===== src/rtl/ldm_pkg.sv =====
// Shared definitions for the LED dot-matrix scan controller: matrix geometry,
// scan FSM states and the row-slice helper.
package ldm_pkg;

    localparam int unsigned ROWS    = 16;
    localparam int unsigned COLS    = 16;
    localparam int unsigned FRAME_W = ROWS * COLS;

    typedef enum logic [1:0] {
        LOAD,
        STROBE,
        DISPLAY,
        BLANK
    } scan_state_e;

    // Row 0 occupies the most significant COLS bits of a frame.
    function automatic logic [COLS-1:0] row_slice(input logic [FRAME_W-1:0] frame,
                                                  input logic [3:0]         row);
        return frame[(FRAME_W - 1) - COLS * int'(row) -: COLS];
    endfunction

endpackage


===== src/rtl/ldm_rr_arb.sv =====
// Two-way round-robin arbiter: one-hot grant plus the pointer to the requester
// that should win the next contested cycle.
module ldm_rr_arb (
    input  logic       valid0,
    input  logic       valid1,
    input  logic       rr_ptr,
    output logic [1:0] grant,
    output logic       rr_ptr_nxt
);

    // rr_ptr names the requester preferred on a tie (0 = req0).
    always_comb begin
        grant = '0;
        if (valid0 && valid1) begin
            grant = rr_ptr ? 2'b10 : 2'b01;
        end else if (valid0) begin
            grant = 2'b01;
        end else if (valid1) begin
            grant = 2'b10;
        end

        rr_ptr_nxt = rr_ptr;
        if (grant[0]) begin
            rr_ptr_nxt = 1'b1;
        end else if (grant[1]) begin
            rr_ptr_nxt = 1'b0;
        end
    end

endmodule


===== src/rtl/ldm_scan_ctrl.sv =====
// Double-buffered 16x16 LED matrix row scanner with two round-robin frame sources.
// Define LDM_SCAN_BLANK_EN to add a one-tick blanking state after each row.
module ldm_scan_ctrl
    import ldm_pkg::*;
#(
    parameter int unsigned DIV   = 4,
    parameter int unsigned DWELL = 8
) (
    input  logic               clk,
    input  logic               rst,
    input  logic [FRAME_W-1:0] req0_data,
    input  logic               req0_valid,
    output logic               req0_ready,
    input  logic [FRAME_W-1:0] req1_data,
    input  logic               req1_valid,
    output logic               req1_ready,
    output logic               ldm_clk,
    output logic               ldm_addr_en,
    output logic [3:0]         ldm_addr,
    output logic [COLS-1:0]    ldm_line_data,
    output logic               frame_swap
);

    logic [7:0]         presc;
    logic               tick;
    logic [FRAME_W-1:0] front;
    logic [FRAME_W-1:0] back;
    logic               back_full;
    logic               rr_ptr;
    logic               rr_ptr_nxt;
    logic [1:0]         grant;
    logic               xfer;
    scan_state_e        state;
    logic [7:0]         dwell_cnt;
    logic               dwell_last;
    logic               leave_row;
    logic               swap;
    logic [3:0]         row_nxt;

    ldm_rr_arb u_arb (
        .valid0     (req0_valid),
        .valid1     (req1_valid),
        .rr_ptr     (rr_ptr),
        .grant      (grant),
        .rr_ptr_nxt (rr_ptr_nxt)
    );

    assign req0_ready = !back_full;
    assign req1_ready = !back_full;
    assign xfer       = !back_full && (grant != 2'b00);

    assign tick       = (presc == 8'(DIV - 1));
    assign dwell_last = (dwell_cnt == 8'(DWELL - 1));
    assign row_nxt    = ldm_addr + 4'd1;

    always_comb begin
        leave_row = 1'b0;
        if (tick) begin
`ifdef LDM_SCAN_BLANK_EN
            leave_row = (state == BLANK);
`else
            leave_row = (state == DISPLAY) && dwell_last;
`endif
        end
    end

    // A swap needs back_full, a transfer needs !back_full, so they never collide.
    assign swap = leave_row && (ldm_addr == 4'(ROWS - 1)) && back_full;

    always_ff @(posedge clk or posedge rst) begin
        if (rst) begin
            presc         <= '0;
            front         <= '0;
            back          <= '0;
            back_full     <= 1'b0;
            rr_ptr        <= 1'b0;
            state         <= LOAD;
            dwell_cnt     <= '0;
            ldm_clk       <= 1'b0;
            ldm_addr_en   <= 1'b0;
            ldm_addr      <= '0;
            ldm_line_data <= '0;
            frame_swap    <= 1'b0;
        end else begin
            frame_swap <= 1'b0;
            presc      <= tick ? '0 : presc + 8'd1;

            if (xfer) begin
                back      <= grant[0] ? req0_data : req1_data;
                back_full <= 1'b1;
                rr_ptr    <= rr_ptr_nxt;
            end

            if (swap) begin
                front      <= back;
                back_full  <= 1'b0;
                frame_swap <= 1'b1;
            end

            // Line data is latched on entry to LOAD, from back when this is the swap edge.
            if (leave_row) begin
                state         <= LOAD;
                ldm_addr_en   <= 1'b0;
                ldm_addr      <= row_nxt;
                ldm_line_data <= row_slice(swap ? back : front, row_nxt);
            end else if (tick) begin
                case (state)
                    LOAD: begin
                        state   <= STROBE;
                        ldm_clk <= 1'b1;
                    end
                    STROBE: begin
                        state       <= DISPLAY;
                        ldm_clk     <= 1'b0;
                        ldm_addr_en <= 1'b1;
                        dwell_cnt   <= '0;
                    end
                    DISPLAY: begin
`ifdef LDM_SCAN_BLANK_EN
                        if (dwell_last) begin
                            state       <= BLANK;
                            ldm_addr_en <= 1'b0;
                        end else begin
                            dwell_cnt <= dwell_cnt + 8'd1;
                        end
`else
                        dwell_cnt <= dwell_cnt + 8'd1;
`endif
                    end
                    default: begin
                        state <= LOAD;
                    end
                endcase
            end
        end
    end

endmodule


===== config.mk =====
export PLATFORM = sky130hd
export DESIGN_NAME = ldm_scan_ctrl
export DESIGN_NICKNAME = d
export VERILOG_FILES = /design/src/rtl/ldm_pkg.sv /design/src/rtl/ldm_rr_arb.sv /design/src/rtl/ldm_scan_ctrl.sv
export SDC_FILE = /design/constraint.sdc
export NUM_CORES = 2
export LEC_CHECK = 0
export CAP_MARGIN = 25
export CORE_UTILIZATION = 45
export DETAILED_ROUTE_END_ITERATION = 7
export PLACE_DENSITY_LB_ADDON = 0.05
export SLEW_MARGIN = 20
export SYNTH_ARGS = -nofsm -noshare
export SYNTH_HDL_FRONTEND = slang
export SYNTH_SLANG_ARGS = --single-unit

===== constraint.sdc =====
create_clock -name clk -period 24.3 [get_ports clk]
set_input_delay 4.86 -clock clk [delete_from_list [all_inputs] [get_ports clk]]
set_output_delay 4.86 -clock clk [all_outputs]
set_load 0.02 [all_outputs]

==> Word-level counts from Yosys, hierarchy flattened <==
Cells that the tools add are included.
{ "word_totals": {"register_bits": 555, "out_inout_bits": 25, "word_cells": 63} }
{ "op_classes": {"n_addsub": 4, "n_eq_ne": 6, "shifts": 1, "muxes": 21, "bitwise_logic": 1, "n_reduce_logical": 18} }
{ "ops": {"columns": ["operator", "count"], "rows": [
  ["$mux W256", 2],
  ["$shiftx A271 B33 Y16", 1],
  ["$add A8 B1 Y8 const B", 2],
  ["$pmux W8 S2", 1],
  ["$mux W2", 6],
  ["$reduce_bool A2 Y1", 6],
  ["$mux W1", 9],
  ["$sub A8 B8 Y9 const A", 1],
  ["$eq A8 B2 Y1 const B", 1],
  ["$eq A8 B3 Y1 const B", 1],
  ["$mux W8", 1],
  ["$pmux W2 S3", 1],
  ["$reduce_and A2 Y1", 3],
  ["$reduce_and A3 Y1", 2],
  ["$logic_and A1 B1 Y1", 5],
  ["$add A4 B1 Y4 const B", 1],
  ["$eq A4 B4 Y1 const B", 1],
  ["$eq A2 B1 Y1 const B", 1],
  ["$eq A2 B2 Y1 const B", 1],
  ["$logic_not A2 Y1", 1],
  ["$ne A2 B2 Y1 const B", 1],
  ["$pmux W1 S2", 1],
  ["$logic_not A1 Y1", 1],
  ["$not A1 Y1", 1]
]} }

==> Depth between registers and ports, before layout <==
{ "logic_depth": {"depth_word": 7, "mapped_depth": 11, "depth_no_buf": 7} }

==> By module <==
A second synthesis with hierarchy kept.
{ "unflattened": {"cells_unflattened": 2643, "hier_area_um2": 27042.2} }
{ "modules_own_cells": {"columns": ["module", "n_inst", "cells_each", "area_each_um2", "seq_area_each_um2"], "rows": [
  ["ldm_scan_ctrl", 1, 2638, 27014.7, 13888.3],
  ["ldm_rr_arb", 1, 5, 27.5, 0.0]
]} }

==> Worst setup path after synthesis <==
OpenSTA, ideal clock, no wires.
{ "synth_timing": {"path_type": "input to register", "startpoint": "input port req0_valid", "endpoint": "register back[235]", "setup_time_ns": 0.083, "arrival_time_ns": 6.329, "slack_ns": 17.888, "stages": 7, "cell_sequence": "o21ai_1 > clkbuf_1 > buf_2 > clkbuf_1 > buf_1 > nand2_1 > o21ai_0"} }
{ "synth_via": {"elab_chain_len": 4} }
{ "synth_rtl": {"columns": ["item", "line", "rtl"], "rows": [
  ["start, declared", "ldm_scan_ctrl.sv:12", "input logic req0_valid,"],
  ["$mux W2 / $logic_and A1 B1 Y1 (equally long branches)", "ldm_rr_arb.sv:16, ldm_rr_arb.sv:14", null],
  ["$mux W2 *", "ldm_rr_arb.sv:14", "if (valid0 && valid1) begin"],
  ["$reduce_bool A2 Y1 (no line)", null, null],
  ["$logic_and A1 B1 Y1", "ldm_scan_ctrl.sv:50", "assign xfer = !back_full && (grant != 2'b00);"],
  ["end signal, assigned", "ldm_scan_ctrl.sv:89", "back <= grant[0] ? req0_data : req1_data;"],
  ["end, declared", "ldm_scan_ctrl.sv:27", "logic [FRAME_W-1:0] back;"]
]} }
Every way passes the cells marked *; elsewhere a longest branch is shown, timed or not.
A chain may end at the register's enable or synchronous reset.

==> impl_metrics.tcl <==
set metrics [dict create \
    clockBufferDepth 3 \
    cts_resized 0 \
    fillers 5105 \
    tightest_slew_ns 1.05 \
    postLayoutCoreUtil_pct 59.1 \
    wl_per_cell_um 20.1 \
    ys_seq_elements 555 \
    tns_ns 0 \
    die_area_um2 60900 \
    cts_root_buffer "clkbuf_16" \
    required_ns 25.10 \
    synth-edff-count 0 \
    grt_max_degree 272 \
    worstSetupEndpointType "asynchronous set/reset pin" \
    final_net_count 3634 \
    grt-ovfl-total 0 \
    power.total_mw 2.14 \
    initial_core_util_pct 45.6 \
    cp_max_fo 131 \
    clock_skew_ns 0.0121 \
    routed_wl_um 78900 \
    insertion_delay_ns 0.61 \
    io_buffers 540 \
    grt_pass1_vias 21200 \
    drtPass1Iterations 7 \
    synthTopCellsByArea "dfrtp_1, nand2_1, mux2i_1" \
    synth_top_area_share_pct 51.5 \
    worst_ep_arrival_time_ns 8.44 \
    drc 42 \
    seq_area_frac_synth_pct 51.5 \
    multi_input_comb_area_um2 12200 \
    synth_ff_type "dfrtp_1" \
    synth_warnings 0 \
    cp-start-kind "input port" \
    die-height_um 247 \
    ant_nets 0 \
    hold_violations 0 \
    maxCapViolations 0 \
    status "complete, but fails checks" \
    clk_pin_slew_ns 0.06 \
    violations "DRC" \
    clock_sinks 555 \
    grt_pass1_wl_um 121000 \
    finalMaxSlewViolations 0 \
    finalCriticalPeriod_ns 7.64 \
    h-tree-depth 2 \
    core-area_um2 59100 \
    vias 21000 \
    grt_setup_unrepaired "false" \
    syn_area_per_cell_um2 10.1 \
    synth_nets 3202 \
    rows 89 \
    power_density_nw_per_um2 61.2 \
    critPathKind "input port to asynchronous set/reset pin" \
    syn_inst 2679 \
    antenna_found_initial 4 \
    cts_tree "done" \
    mostFrequentLayoutCell "nand2_1" \
    gp_congestion 0.837 \
    timing.final.crit_share_pct 31.4 \
    layout_common_cells "nand2_1, dfrtp_1, clkdlybuf4s50_1" \
    setup_viol 0 \
    drive_gt1_share_pct 8.23 \
    area_growth_pct 29.7 \
    hold_buffers 0 \
    hold_slack_ns 0.460 \
    leakagePower_nw 16.9 \
    synth_async_sr_flop_share_pct 100 \
    ioPinCount 541 \
    antenna_cells 0 \
    clock.fmax_ghz 0.131 \
    vdd_drop_max_mv 0.0535 \
    viasPerCell 5.33 \
    synth_area_um2 27000 \
    regArea_um2 13900 \
    track_usage_pct 26.1 \
    synth_cell_types 48 \
    dp_hpwl_um 56200 \
    post_cts_buffers 0 \
    synth_top_cell_by_area "dfrtp_1" \
    hold_class "flop to flop" \
    drt_first_iter_violations 1623 \
    relSlewSlack_pct 29.9 \
    die_w_um 247 \
    cts_buffers 59 \
]
-- synthesized netlist by cell type, types with 7 or more instances --
master and instances:
o21a_1 17, a41o_1 11, dfrtp_1 555, o21ai_0 274, mux4_2 103, buf_1 23
or3_1 16, mux2i_1 256, o31ai_1 15, and3_1 7, nand2_1 1058, buf_2 71
ha_1 7, buf_6 7, mux4_1 9, a211oi_1 21, nand3_1 17, a21o_1 18
clkbuf_1 94, xnor2_1 8, nor2b_1 17, a311oi_1 15
-- stage by stage --
stage | area (µm²) | std cells | worst slack, ns
CTS | 34900 | 3929 | 15.93
global route | 35000 | 3932 | 16.09
detailed placement | 32700 | 3820 | 15.28
floorplan | 27000 | 2679 | 3.92
global placement | 32700 | 3819 | 15.37
finish | 35000 | 3932 | 16.66
-- layout make-up --
class,instances,share of cell area [%]
Sequential cell,555,39.7
Multi-Input combinational cell,1918,34.8
Timing Repair Buffer,573,16.5
Clock buffer,83,5.09
Tap cell,773,2.77
Clock inverter,26,1.04
Inverter,4,0.0644
-- metal layers --
metal,vias up,global-route usage (%),part of all wire [%]
met4,2,8.46,2.8
li1,9990,-,-
met5,-,0,0.016
met3,112,3.90,5.3
met2,546,43.4,50
met1,10300,35.1,42
-- state kept, by name, indices dropped and copies added (netlist names) --
register / count
presc: 8
back_full: 1
frame_swap: 1
back: 256
rr_ptr: 1
state: 2
front: 256
ldm_addr: 4
ldm_clk: 1
ldm_line_data: 16
ldm_addr_en: 1
dwell_cnt: 8
-- final timing paths --
kind | depth (start not counted) | startpoint | to | slack (ns)
max | 6 | rst | back[192] | 16.66
min | 2 | front[207] | front[207] | 0.46
max reg2reg | 10 | ldm_addr[0] | ldm_line_data[2] | 19.54
min reg2reg | 2 | front[207] | front[207] | 0.46
max in group clk | 6 | req0_valid | back[177] | 16.80
min in group asynchronous | 2 | rst | back[83] | 4.81
-- critical path, cell delays in order --
cell and delay [ns]:
clkdlybuf4s50_1 0.49, inv_8 0.60, buf_4 0.86, buf_6 0.65
buf_4 0.55, buf_12 0.29
-- power by group --
group,leakage [nW],switching (mW),internal (mW)
clock,1.07,0.378,0.603
combinational,8.21,0.0739,0.113
sequential,7.61,0.0237,0.949
-- cell families (layout without fill, tap and decap cells) --
logic type	after synthesis	count (layout)	share of synthesized area, %
AND/OR/NAND/NOR	1143	1143	16.6
flip-flops	555	555	51.5
AO/OA/AOI/OAI	386	386	8.39
multiplexers	370	370	19.1
buffers and inverters	206	686	3.54
XOR/XNOR	12	12	0.529
adder cells (fa/ha/maj)	7	7	0.325
(Power assumes the default switching activity.)
